$ cat src/rtl/control_unit_if.sv
// Control bundle between the sequencer and the accumulator datapath: opcode and
// flags flow into the controller, load strobes and mux/ALU selects flow out.
interface control_unit_if;
    logic [7:0] IR;
    logic [3:0] CCR_Result;
    logic       IR_Load;
    logic       MAR_Load;
    logic       PC_Load;
    logic       PC_Inc;
    logic       A_Load;
    logic       B_Load;
    logic [2:0] ALU_Sel;
    logic       CCR_Load;
    logic [1:0] Bus1_Sel;
    logic [1:0] Bus2_Sel;
    logic       write;

    modport master (
        input  IR, CCR_Result,
        output IR_Load, MAR_Load, PC_Load, PC_Inc, A_Load, B_Load,
               ALU_Sel, CCR_Load, Bus1_Sel, Bus2_Sel, write
    );

    modport slave (
        output IR, CCR_Result,
        input  IR_Load, MAR_Load, PC_Load, PC_Inc, A_Load, B_Load,
               ALU_Sel, CCR_Load, Bus1_Sel, Bus2_Sel, write
    );
endinterface

$ cat src/rtl/control_unit.sv
// Moore fetch/decode/execute sequencer for the 8-bit accumulator CPU.
// Define COND_BRANCH_EXT_EN to add the BMI/BNE/BCS conditional branches.
module control_unit #(
    parameter int         Z_BIT   = 2,
    parameter logic [2:0] ALU_ADD = 3'b000,
    parameter logic [2:0] ALU_SUB = 3'b001
) (
    input  logic                Clk,
    input  logic                Reset,
    control_unit_if.master      cu,
    output logic [5:0]          dbg_state_o
);

    typedef enum logic [5:0] {
        S_FETCH_0, S_FETCH_1, S_FETCH_2, S_DECODE_3,
        S_LDA_IMM_4, S_LDA_IMM_5, S_LDA_IMM_6,
        S_LDA_DIR_4, S_LDA_DIR_5, S_LDA_DIR_6, S_LDA_DIR_7, S_LDA_DIR_8,
        S_LDB_IMM_4, S_LDB_IMM_5, S_LDB_IMM_6,
        S_LDB_DIR_4, S_LDB_DIR_5, S_LDB_DIR_6, S_LDB_DIR_7, S_LDB_DIR_8,
        S_STA_DIR_4, S_STA_DIR_5, S_STA_DIR_6, S_STA_DIR_7,
        S_STB_DIR_4, S_STB_DIR_5, S_STB_DIR_6, S_STB_DIR_7,
        S_ADD_AB_4, S_SUB_AB_4,
        S_BRA_4, S_BRA_5, S_BRA_6,
        S_BR_SKIP_4
    } state_e;

    typedef struct packed {
        logic       ir_load;
        logic       mar_load;
        logic       pc_load;
        logic       pc_inc;
        logic       a_load;
        logic       b_load;
        logic [2:0] alu_sel;
        logic       ccr_load;
        logic [1:0] bus1_sel;
        logic [1:0] bus2_sel;
        logic       write;
    } ctrl_t;

`ifdef COND_BRANCH_EXT_EN
    localparam int N_BIT = 3;
    localparam int C_BIT = 0;
`endif

    state_e state_q, state_d;
    ctrl_t  ctrl_q, ctrl_o;

    // Output decode for a given state; registered against the next state so the
    // strobes line up with the state that owns them.
    function automatic ctrl_t state_outputs(input state_e s);
        ctrl_t o;
        o = '0;
        case (s)
            S_FETCH_0: begin
                o.bus2_sel = 2'b01;
                o.mar_load = 1'b1;
            end
            S_FETCH_1, S_LDA_IMM_5, S_LDA_DIR_5, S_LDB_IMM_5, S_LDB_DIR_5,
            S_STA_DIR_5, S_STB_DIR_5, S_BR_SKIP_4: begin
                o.pc_inc = 1'b1;
            end
            S_FETCH_2: begin
                o.bus2_sel = 2'b10;
                o.ir_load  = 1'b1;
            end
            S_LDA_IMM_4, S_LDA_DIR_4, S_LDB_IMM_4, S_LDB_DIR_4,
            S_STA_DIR_4, S_STB_DIR_4, S_BRA_4: begin
                o.bus2_sel = 2'b01;
                o.mar_load = 1'b1;
            end
            S_LDA_DIR_6, S_LDB_DIR_6, S_STA_DIR_6, S_STB_DIR_6: begin
                o.bus2_sel = 2'b10;
                o.mar_load = 1'b1;
            end
            S_LDA_IMM_6, S_LDA_DIR_8: begin
                o.bus2_sel = 2'b10;
                o.a_load   = 1'b1;
            end
            S_LDB_IMM_6, S_LDB_DIR_8: begin
                o.bus2_sel = 2'b10;
                o.b_load   = 1'b1;
            end
            S_STA_DIR_7: begin
                o.bus1_sel = 2'b01;
                o.write    = 1'b1;
            end
            S_STB_DIR_7: begin
                o.bus1_sel = 2'b10;
                o.write    = 1'b1;
            end
            S_ADD_AB_4, S_SUB_AB_4: begin
                o.bus1_sel = 2'b10;
                o.alu_sel  = (s == S_ADD_AB_4) ? ALU_ADD : ALU_SUB;
                o.a_load   = 1'b1;
                o.ccr_load = 1'b1;
            end
            S_BRA_6: begin
                o.bus2_sel = 2'b10;
                o.pc_load  = 1'b1;
            end
            default: o = '0;
        endcase
        return o;
    endfunction

    always_comb begin
        state_d = S_FETCH_0;
        case (state_q)
            S_FETCH_0:   state_d = S_FETCH_1;
            S_FETCH_1:   state_d = S_FETCH_2;
            S_FETCH_2:   state_d = S_DECODE_3;
            S_DECODE_3: begin
                case (cu.IR)
                    8'h86: state_d = S_LDA_IMM_4;
                    8'h87: state_d = S_LDA_DIR_4;
                    8'h88: state_d = S_LDB_IMM_4;
                    8'h89: state_d = S_LDB_DIR_4;
                    8'h96: state_d = S_STA_DIR_4;
                    8'h97: state_d = S_STB_DIR_4;
                    8'h42: state_d = S_ADD_AB_4;
                    8'h43: state_d = S_SUB_AB_4;
                    8'h20: state_d = S_BRA_4;
                    8'h23: state_d = cu.CCR_Result[Z_BIT] ? S_BRA_4 : S_BR_SKIP_4;
`ifdef COND_BRANCH_EXT_EN
                    8'h21: state_d = cu.CCR_Result[N_BIT] ? S_BRA_4 : S_BR_SKIP_4;
                    8'h22: state_d = cu.CCR_Result[Z_BIT] ? S_BR_SKIP_4 : S_BRA_4;
                    8'h25: state_d = cu.CCR_Result[C_BIT] ? S_BRA_4 : S_BR_SKIP_4;
`else
                    8'h21, 8'h22, 8'h25: state_d = S_FETCH_0;
`endif
                    default: state_d = S_FETCH_0;
                endcase
            end
            S_LDA_IMM_4: state_d = S_LDA_IMM_5;
            S_LDA_IMM_5: state_d = S_LDA_IMM_6;
            S_LDA_DIR_4: state_d = S_LDA_DIR_5;
            S_LDA_DIR_5: state_d = S_LDA_DIR_6;
            S_LDA_DIR_6: state_d = S_LDA_DIR_7;
            S_LDA_DIR_7: state_d = S_LDA_DIR_8;
            S_LDB_IMM_4: state_d = S_LDB_IMM_5;
            S_LDB_IMM_5: state_d = S_LDB_IMM_6;
            S_LDB_DIR_4: state_d = S_LDB_DIR_5;
            S_LDB_DIR_5: state_d = S_LDB_DIR_6;
            S_LDB_DIR_6: state_d = S_LDB_DIR_7;
            S_LDB_DIR_7: state_d = S_LDB_DIR_8;
            S_STA_DIR_4: state_d = S_STA_DIR_5;
            S_STA_DIR_5: state_d = S_STA_DIR_6;
            S_STA_DIR_6: state_d = S_STA_DIR_7;
            S_STB_DIR_4: state_d = S_STB_DIR_5;
            S_STB_DIR_5: state_d = S_STB_DIR_6;
            S_STB_DIR_6: state_d = S_STB_DIR_7;
            S_BRA_4:     state_d = S_BRA_5;
            S_BRA_5:     state_d = S_BRA_6;
            default:     state_d = S_FETCH_0;
        endcase
    end

    always_ff @(posedge Clk) begin
        if (Reset) begin
            state_q <= S_FETCH_0;
            ctrl_q  <= state_outputs(S_FETCH_0);
        end else begin
            state_q <= state_d;
            ctrl_q  <= state_outputs(state_d);
        end
    end

    // Reset masks the registered strobes so the datapath sees idle immediately.
    assign ctrl_o = Reset ? '0 : ctrl_q;

    assign cu.IR_Load  = ctrl_o.ir_load;
    assign cu.MAR_Load = ctrl_o.mar_load;
    assign cu.PC_Load  = ctrl_o.pc_load;
    assign cu.PC_Inc   = ctrl_o.pc_inc;
    assign cu.A_Load   = ctrl_o.a_load;
    assign cu.B_Load   = ctrl_o.b_load;
    assign cu.ALU_Sel  = ctrl_o.alu_sel;
    assign cu.CCR_Load = ctrl_o.ccr_load;
    assign cu.Bus1_Sel = ctrl_o.bus1_sel;
    assign cu.Bus2_Sel = ctrl_o.bus2_sel;
    assign cu.write    = ctrl_o.write;

    assign dbg_state_o = state_q;

endmodule

$ cat src/flat_wrapper.sv
// flat-port wrapper written by rule: the top's interface ports become plain ports
module control_unit_flat 
#(
    parameter int         Z_BIT   = 2,
    parameter logic [2:0] ALU_ADD = 3'b000,
    parameter logic [2:0] ALU_SUB = 3'b001
)
  (Clk, Reset, dbg_state_o, cu_IR, cu_CCR_Result, cu_IR_Load, cu_MAR_Load, cu_PC_Load, cu_PC_Inc, cu_A_Load, cu_B_Load, cu_ALU_Sel, cu_CCR_Load, cu_Bus1_Sel, cu_Bus2_Sel, cu_write);
  control_unit_if cu_i ();
  input  logic Clk;
  input  logic Reset;
  output logic [5:0] dbg_state_o;
  input wire logic [$bits(cu_i.IR)-1:0] cu_IR;
  input wire logic [$bits(cu_i.CCR_Result)-1:0] cu_CCR_Result;
  output wire logic [$bits(cu_i.IR_Load)-1:0] cu_IR_Load;
  output wire logic [$bits(cu_i.MAR_Load)-1:0] cu_MAR_Load;
  output wire logic [$bits(cu_i.PC_Load)-1:0] cu_PC_Load;
  output wire logic [$bits(cu_i.PC_Inc)-1:0] cu_PC_Inc;
  output wire logic [$bits(cu_i.A_Load)-1:0] cu_A_Load;
  output wire logic [$bits(cu_i.B_Load)-1:0] cu_B_Load;
  output wire logic [$bits(cu_i.ALU_Sel)-1:0] cu_ALU_Sel;
  output wire logic [$bits(cu_i.CCR_Load)-1:0] cu_CCR_Load;
  output wire logic [$bits(cu_i.Bus1_Sel)-1:0] cu_Bus1_Sel;
  output wire logic [$bits(cu_i.Bus2_Sel)-1:0] cu_Bus2_Sel;
  output wire logic [$bits(cu_i.write)-1:0] cu_write;
  assign cu_i.IR = cu_IR;
  assign cu_i.CCR_Result = cu_CCR_Result;
  assign cu_IR_Load = cu_i.IR_Load;
  assign cu_MAR_Load = cu_i.MAR_Load;
  assign cu_PC_Load = cu_i.PC_Load;
  assign cu_PC_Inc = cu_i.PC_Inc;
  assign cu_A_Load = cu_i.A_Load;
  assign cu_B_Load = cu_i.B_Load;
  assign cu_ALU_Sel = cu_i.ALU_Sel;
  assign cu_CCR_Load = cu_i.CCR_Load;
  assign cu_Bus1_Sel = cu_i.Bus1_Sel;
  assign cu_Bus2_Sel = cu_i.Bus2_Sel;
  assign cu_write = cu_i.write;
  control_unit #(.Z_BIT(Z_BIT), .ALU_ADD(ALU_ADD), .ALU_SUB(ALU_SUB)) u_core (.Clk(Clk), .Reset(Reset), .cu(cu_i), .dbg_state_o(dbg_state_o));
endmodule
$ cat config.mk
export PLATFORM = sky130hd
export DESIGN_NAME = control_unit_flat
export DESIGN_NICKNAME = d
export VERILOG_FILES = /design/src/rtl/control_unit_if.sv /design/src/rtl/control_unit.sv /design/src/flat_wrapper.sv
export SDC_FILE = /design/constraint.sdc
export NUM_CORES = 1
export LEC_CHECK = 0
export ABC_AREA = 0
export BUFFER_PORTS_ARGS = -buffer_cell sky130_fd_sc_hd__buf_4
export CORE_MARGIN = 8
export CORE_UTILIZATION = 55
export DETAILED_ROUTE_END_ITERATION = 8
export GPL_TIMING_DRIVEN = 0
export PLACE_DENSITY = 0.83
export SLEW_MARGIN = 20
export SYNTH_ARGS = -nofsm -noshare
export SYNTH_HDL_FRONTEND = slang
export SYNTH_SLANG_ARGS = --single-unit
$ cat constraint.sdc
create_clock -name Clk -period 3.8 [get_ports Clk]
set_input_delay 0.76 -clock Clk [delete_from_list [all_inputs] [get_ports Clk]]
set_output_delay 0.76 -clock Clk [all_outputs]
set_load 0.02 [all_outputs]
==> flow_summary.ini, run 1 <==
[route]
first_pass_iters = 4
first_iter_violations = 40
drtAntennaViolNets = 0
wl_per_cell_um = 14.11
routed-via-count = 1281
vias_per_cell = 5.719
drt_wl_total_um = 3161
route.detailed.drc = 0

[worst_setup_path]
crit_required_ps = 3990
worstSetupPathType = in2reg
path_max_fanout = 10
arrival_ps = 2880
cp-end-kind = flop
cp-start-kind = input pin
r2r_cells = 9

[worst_hold_path]
hold_path.class = reg2reg
hold_depth = 3

[grt]
overflow = 0
grt_pass1_wl_um = 5147
grt_usage = 0.1489
first_global_vias = 1205
antenna_found_initial = 0
grt_max_degree = 11

[synth]
yosysUniqueCellTypes = 50
netlist.area_leader.share = 0.3001
synth.cell_area_mm2 = 0.001267
async_reset_ff_frac = 0
yosysWarnings = 0
yosys-top-cells-area = dfxtp_1 30%, nor2b_1 6.4%, nor2_1 5.0%
ys_ff_latch = 19
avgSynthCellArea_um2 = 7.824
synthFlopType = dfxtp_1
netlist_instances = 162
synth_edf_count = 0
synth_largest_area_cell = dfxtp_1
seq_area_frac_synth = 0.3001

[layout]
finalInstanceArea_mm2 = 0.001550
seqCellArea_um2 = 380.4
num-fill-cells = 191
final_net_count = 211
multi_input_area_um2 = 798.3
drive_gt1_frac = 0.2398
final_common_cell = buf_4
final_cell_mix = 33 x buf_4, 19 x dfxtp_1, 17 x nor2_1
syn_to_final_growth_pct = 22.31
diodes = 0

[clocking]
h-tree-depth = 1
cts_resized = 0
cts_max_path_buffers = 2
tritoncts = built
path_clk_slew_ps = 100
postCtsSetupBuffers = 0
clk_latency_ps = 290
cts_made_buffers = 3
hold_buffers = 0
root_buffer = clkbuf_4
clkSinkCount = 19

[power]
peakVddDrop_mv = 0.2663
leakagePower_nw = 0.6636
powerDensity_mw_per_mm2 = 270.9
power_w = 0.0004200

[place]
place_congestion = 0.8674
portBuffers = 29
dp_hpwl_um = 2473
place_area_mm2 = 0.001524
pre_cts_ws_ps = 842.1

[outcome]
status = complete, no violations

[timing]
rsz0062_at_grt = no
finalCriticalPeriod_ps = 2688
holdWs_ps = 694.6
relSlewSlack = 0.5775
fin_tns_setup_ps = 0
tightest_slew_ps = 633.7
post-route-period-util = 0.7073
setup_ws_ps = 1112
final-setup-viol-count = 0
timing.final.max_slew_violations = 0
hold_violations = 0
fmax_mhz = 372.1
skew_ps = 2.568

[floorplan]
std_cell_rows = 17
die_h_um = 64.01
initial_core_util = 0.5785
die_area_mm2 = 0.004097
core_area_mm2 = 0.002191
io_pins = 35
die_width_um = 64.01

[run]
cap_violations = 0
## critical path, cell delays in order
cell       delay (ps)
buf_4             130
nor3_1            340
o2111ai_2         250
o211ai_1          160
a21oi_1           110
buf_4             210
xor2_1            170
a311oi_1          280
a41oi_1           100
or3_1             380
## through the flow
step	cells	utilization
after floorplan	163	-
after global placement	220	0.6956
after detailed placement	220	0.6956
after CTS	224	0.7076
after global routing	224	0.7076
final	224	0.7076
## registers in the layout, indices dropped and copies added (netlist names)
name                flops
u_core.ctrl_q          13
u_core.dbg_state_o      6
## worst paths after layout
path         slack (ps)                   from                 to
max                1110               cu_IR[2]  u_core.ctrl_q[13]
min                 690  u_core.dbg_state_o[2]  u_core.ctrl_q[10]
max reg2reg        1180  u_core.dbg_state_o[1]  u_core.ctrl_q[13]
min reg2reg         690  u_core.dbg_state_o[2]  u_core.ctrl_q[10]
## layer usage
| metal | routed length (um) | track usage | part of all wire | up-vias |
|---|---|---|---|---|
| met3 | 167 | 0.05052 | 0.053 | 4 |
| met4 | 28 | 0.05014 | 0.0089 | 0 |
| met2 | 1604 | 0.2585 | 0.51 | 36 |
| li1 | - | - | - | 649 |
| met1 | 1360 | 0.1657 | 0.43 | 592 |
| met5 | 0 | 0 | 0 | - |
## synth_stat cells, types with 3 or more instances
cell type / instances
nand3_1: 3
and3_1: 4
nand2_1: 7
clkbuf_1: 4
inv_1: 6
and3b_1: 3
nor2_1: 17
a21oi_1: 10
buf_4: 4
mux2i_1: 3
buf_2: 5
or3_1: 6
dfxtp_1: 19
o21ai_0: 4
nor3_1: 5
nand2b_1: 4
nor4_1: 3
xor2_1: 3
nor2b_1: 13
## cell families (layout without fill, tap and decap cells)
kind of cell              after synthesis  after routing  synth area share
other                                   1              2          0.002959
xor gates and xnor gates                3              3           0.02073
AOI/OAI and AO/OA                      36             36            0.1955
buffers and inverters                  19             52           0.07304
DFF                                    19             19            0.3001
muxes                                   3              3           0.02369
and+or+nand+nor                        81             81            0.3840
## final cells by class
| cell class | count | share of cell area |
|---|---|---|
| Buffer | 13 | 0.04520 |
| Timing Repair Buffer | 29 | 0.1404 |
| Multi-Input combinational cell | 125 | 0.5149 |
| Inverter | 6 | 0.01453 |
| Tap cell | 28 | 0.02260 |
| Clock buffer | 4 | 0.01695 |
| Sequential cell | 19 | 0.2454 |
## report_power, final
| part | leakage [nW] | switching [W] | total [W] | internal (W) |
|---|---|---|---|---|
| Combinational | 0.494 | 0.0000618 | 0.000107 | 0.0000449 |
| Sequential | 0.155 | 0.00000503 | 0.000213 | 0.000208 |
| Clock | 0.0150 | 0.0000593 | 0.000100 | 0.0000409 |
Note: power is estimated with default switching activity, not from simulation.
==> run 2: changes to the inputs <==
--- a/config.mk
+++ b/config.mk
@@ -7,11 +7,12 @@
 export LEC_CHECK = 0
 export ABC_AREA = 0
 export BUFFER_PORTS_ARGS = -buffer_cell sky130_fd_sc_hd__buf_4
+export CORE_ASPECT_RATIO = 2
 export CORE_MARGIN = 8
-export CORE_UTILIZATION = 55
+export CORE_UTILIZATION = 46
 export DETAILED_ROUTE_END_ITERATION = 8
 export GPL_TIMING_DRIVEN = 0
-export PLACE_DENSITY = 0.83
+export PLACE_DENSITY = 0.74
 export SLEW_MARGIN = 20
 export SYNTH_ARGS = -nofsm -noshare
 export SYNTH_HDL_FRONTEND = slang
==> constraint.sdc (replaced) <==
create_clock -name Clk -period 2.3 [get_ports Clk]
set_input_delay 0.46 -clock Clk [delete_from_list [all_inputs] [get_ports Clk]]
set_output_delay 0.46 -clock Clk [all_outputs]
set_load 0.02 [all_outputs]
==> flow_summary.ini, run 2 (synthesis results as in run 1) <==
[outcome]
status = finished, violations left
violations = negative setup slack

[place]
place_congestion = 0.8621
portBuffers = 29
dp_hpwl_um = 2774
pre_cts_ws_ps = -396.6

[route]
vias_per_cell = 5.932
wl_met1_um = 1386
drtAntennaViolNets = 0
route.detailed.drc = 0
top_layer = met4
first_pass_iters = 4
drt_wl_total_um = 4044
wl_met3_um = 186
routed-via-count = 1406
wl_per_cell_um = 17.06
first_iter_violations = 47
wl_met2_um = 2283

[floorplan]
core_area_mm2 = 0.002703
die_width_um = 53.12
die_h_um = 90.24
initial_core_util = 0.4690
io_pins = 35
die_area_mm2 = 0.004793
std_cell_rows = 27

[timing]
post-route-period-util = 1.011
setup_ws_ps = -24.23
hold_violations = 0
timing.final.max_slew_violations = 0
fmax_mhz = 430.3
holdWs_ps = 499.5
finalCriticalPeriod_ps = 2324
fin_tns_setup_ps = -24.23
skew_ps = 3.467
final-setup-viol-count = 1

[grt]
antenna_found_initial = 0
overflow = 0
grt_pass1_wl_um = 6106
grt_usage = 0.1608
first_global_vias = 1354
grt_max_degree = 11

[worst_setup_path]
r2r_cells = 8
crit_required_ps = 2450
arrival_ps = 2480
cp-end-kind = flop
cp-start-kind = input pin
r2r_setup_slack_ps = 20
r2r_start = u_core.dbg_state_o[4]
r2r-end = u_core.ctrl_q[13]
path_max_fanout = 4
worstSetupPathType = in2reg

[worst_hold_path]
hold_path.class = in2reg
holdPathEnd = u_core.ctrl_q[2]
min_from = Reset
hold_depth = 3

[layout]
num-fill-cells = 239
largest_reg_flops = 13
seqCellArea_um2 = 386.6
final_cell_mix = 45 x buf_4, 16 x nor2_1, 14 x dfxtp_1
drive_gt1_frac = 0.3894
syn_to_final_growth_pct = 42.55
final_common_cell = buf_4
regMostFlops = u_core.ctrl_q
final_net_count = 223
diodes = 0
multi_input_area_um2 = 900.9

[clocking]
root_buffer = clkbuf_8
path_clk_slew_ps = 70
clk_latency_ps = 260
tritoncts = built
h-tree-depth = 1
clkSinkCount = 19
cts_made_buffers = 3
hold_buffers = 0
cts_max_path_buffers = 2

[power]
powerDensity_mw_per_mm2 = 452.6
peakVddDrop_mv = 0.3097
leakagePower_nw = 0.7592
power_w = 0.0008178

[run]
cap_violations = 0
==> run 2: changes by cell type in the layout (fill, tap and decap cells not counted), sizes merged <==
cell / delta
buf: +12
==> run 2: power breakdown <==
part | switching (W) | internal (W) | leakage [nW] | total [W]
Sequential | 0.0000103 | 0.000345 | 0.157 | 0.000355
Combinational | 0.000121 | 0.000101 | 0.580 | 0.000222
Clock | 0.000117 | 0.000124 | 0.0228 | 0.000240
==> run 2: through the flow <==
stage               std cells  utilization  instance area, um^2
floorplan                 163            -                 1272
global placement          221       0.5648                 1526
detailed placement        221       0.5648                 1526
CTS                       229       0.6148                 1662
global route              237       0.6685                 1807
finish                    237       0.6685                 1807
==> run 2: worst max path at each step <==
stage	end	slack, ps	cells after the start	startpoint
floorplan	u_core.ctrl_q[13]	40	9	u_core.dbg_state_o[4]
global placement	u_core.ctrl_q[13]	-370	9	cu_IR[1]
detailed placement	u_core.ctrl_q[13]	-400	9	cu_IR[1]
CTS	u_core.ctrl_q[13]	1	10	cu_IR[2]
global route	u_core.ctrl_q[13]	-70	10	cu_IR[2]
finish	u_core.ctrl_q[13]	-20	10	cu_IR[3]
==> run 2: cell type report <==
type	instances	area share
repair buffers	41	0.1724
flip-flops and latches	19	0.2140
clock buffers	4	0.02493
well taps	29	0.02008
multi-input cells	125	0.4986
inverters	6	0.01247
plain buffers	13	0.05748
==> run 2: what timing repair did <==
action	4_1_cts	5_1_grt
pin swaps	5	8
setup endpoints to repair	2	2
cloned	0	0
gates resized for setup	17	22
buffers inserted	4	8
==> run 2: critical path, cell delays in order <==
cell	delay [ps]
buf_4	130
nor2_2	160
nand4_1	210
o311ai_2	360
a21oi_2	120
buf_6	150
xor2_2	150
a311oi_1	300
a41oi_1	100
or3_1	320
==> run 2: routing by layer <==
layer,GRT usage,vias up
met5,0,-
met2,0.2795,51
li1,-,670
met4,0.1123,0
met3,0.01815,12
met1,0.1620,673
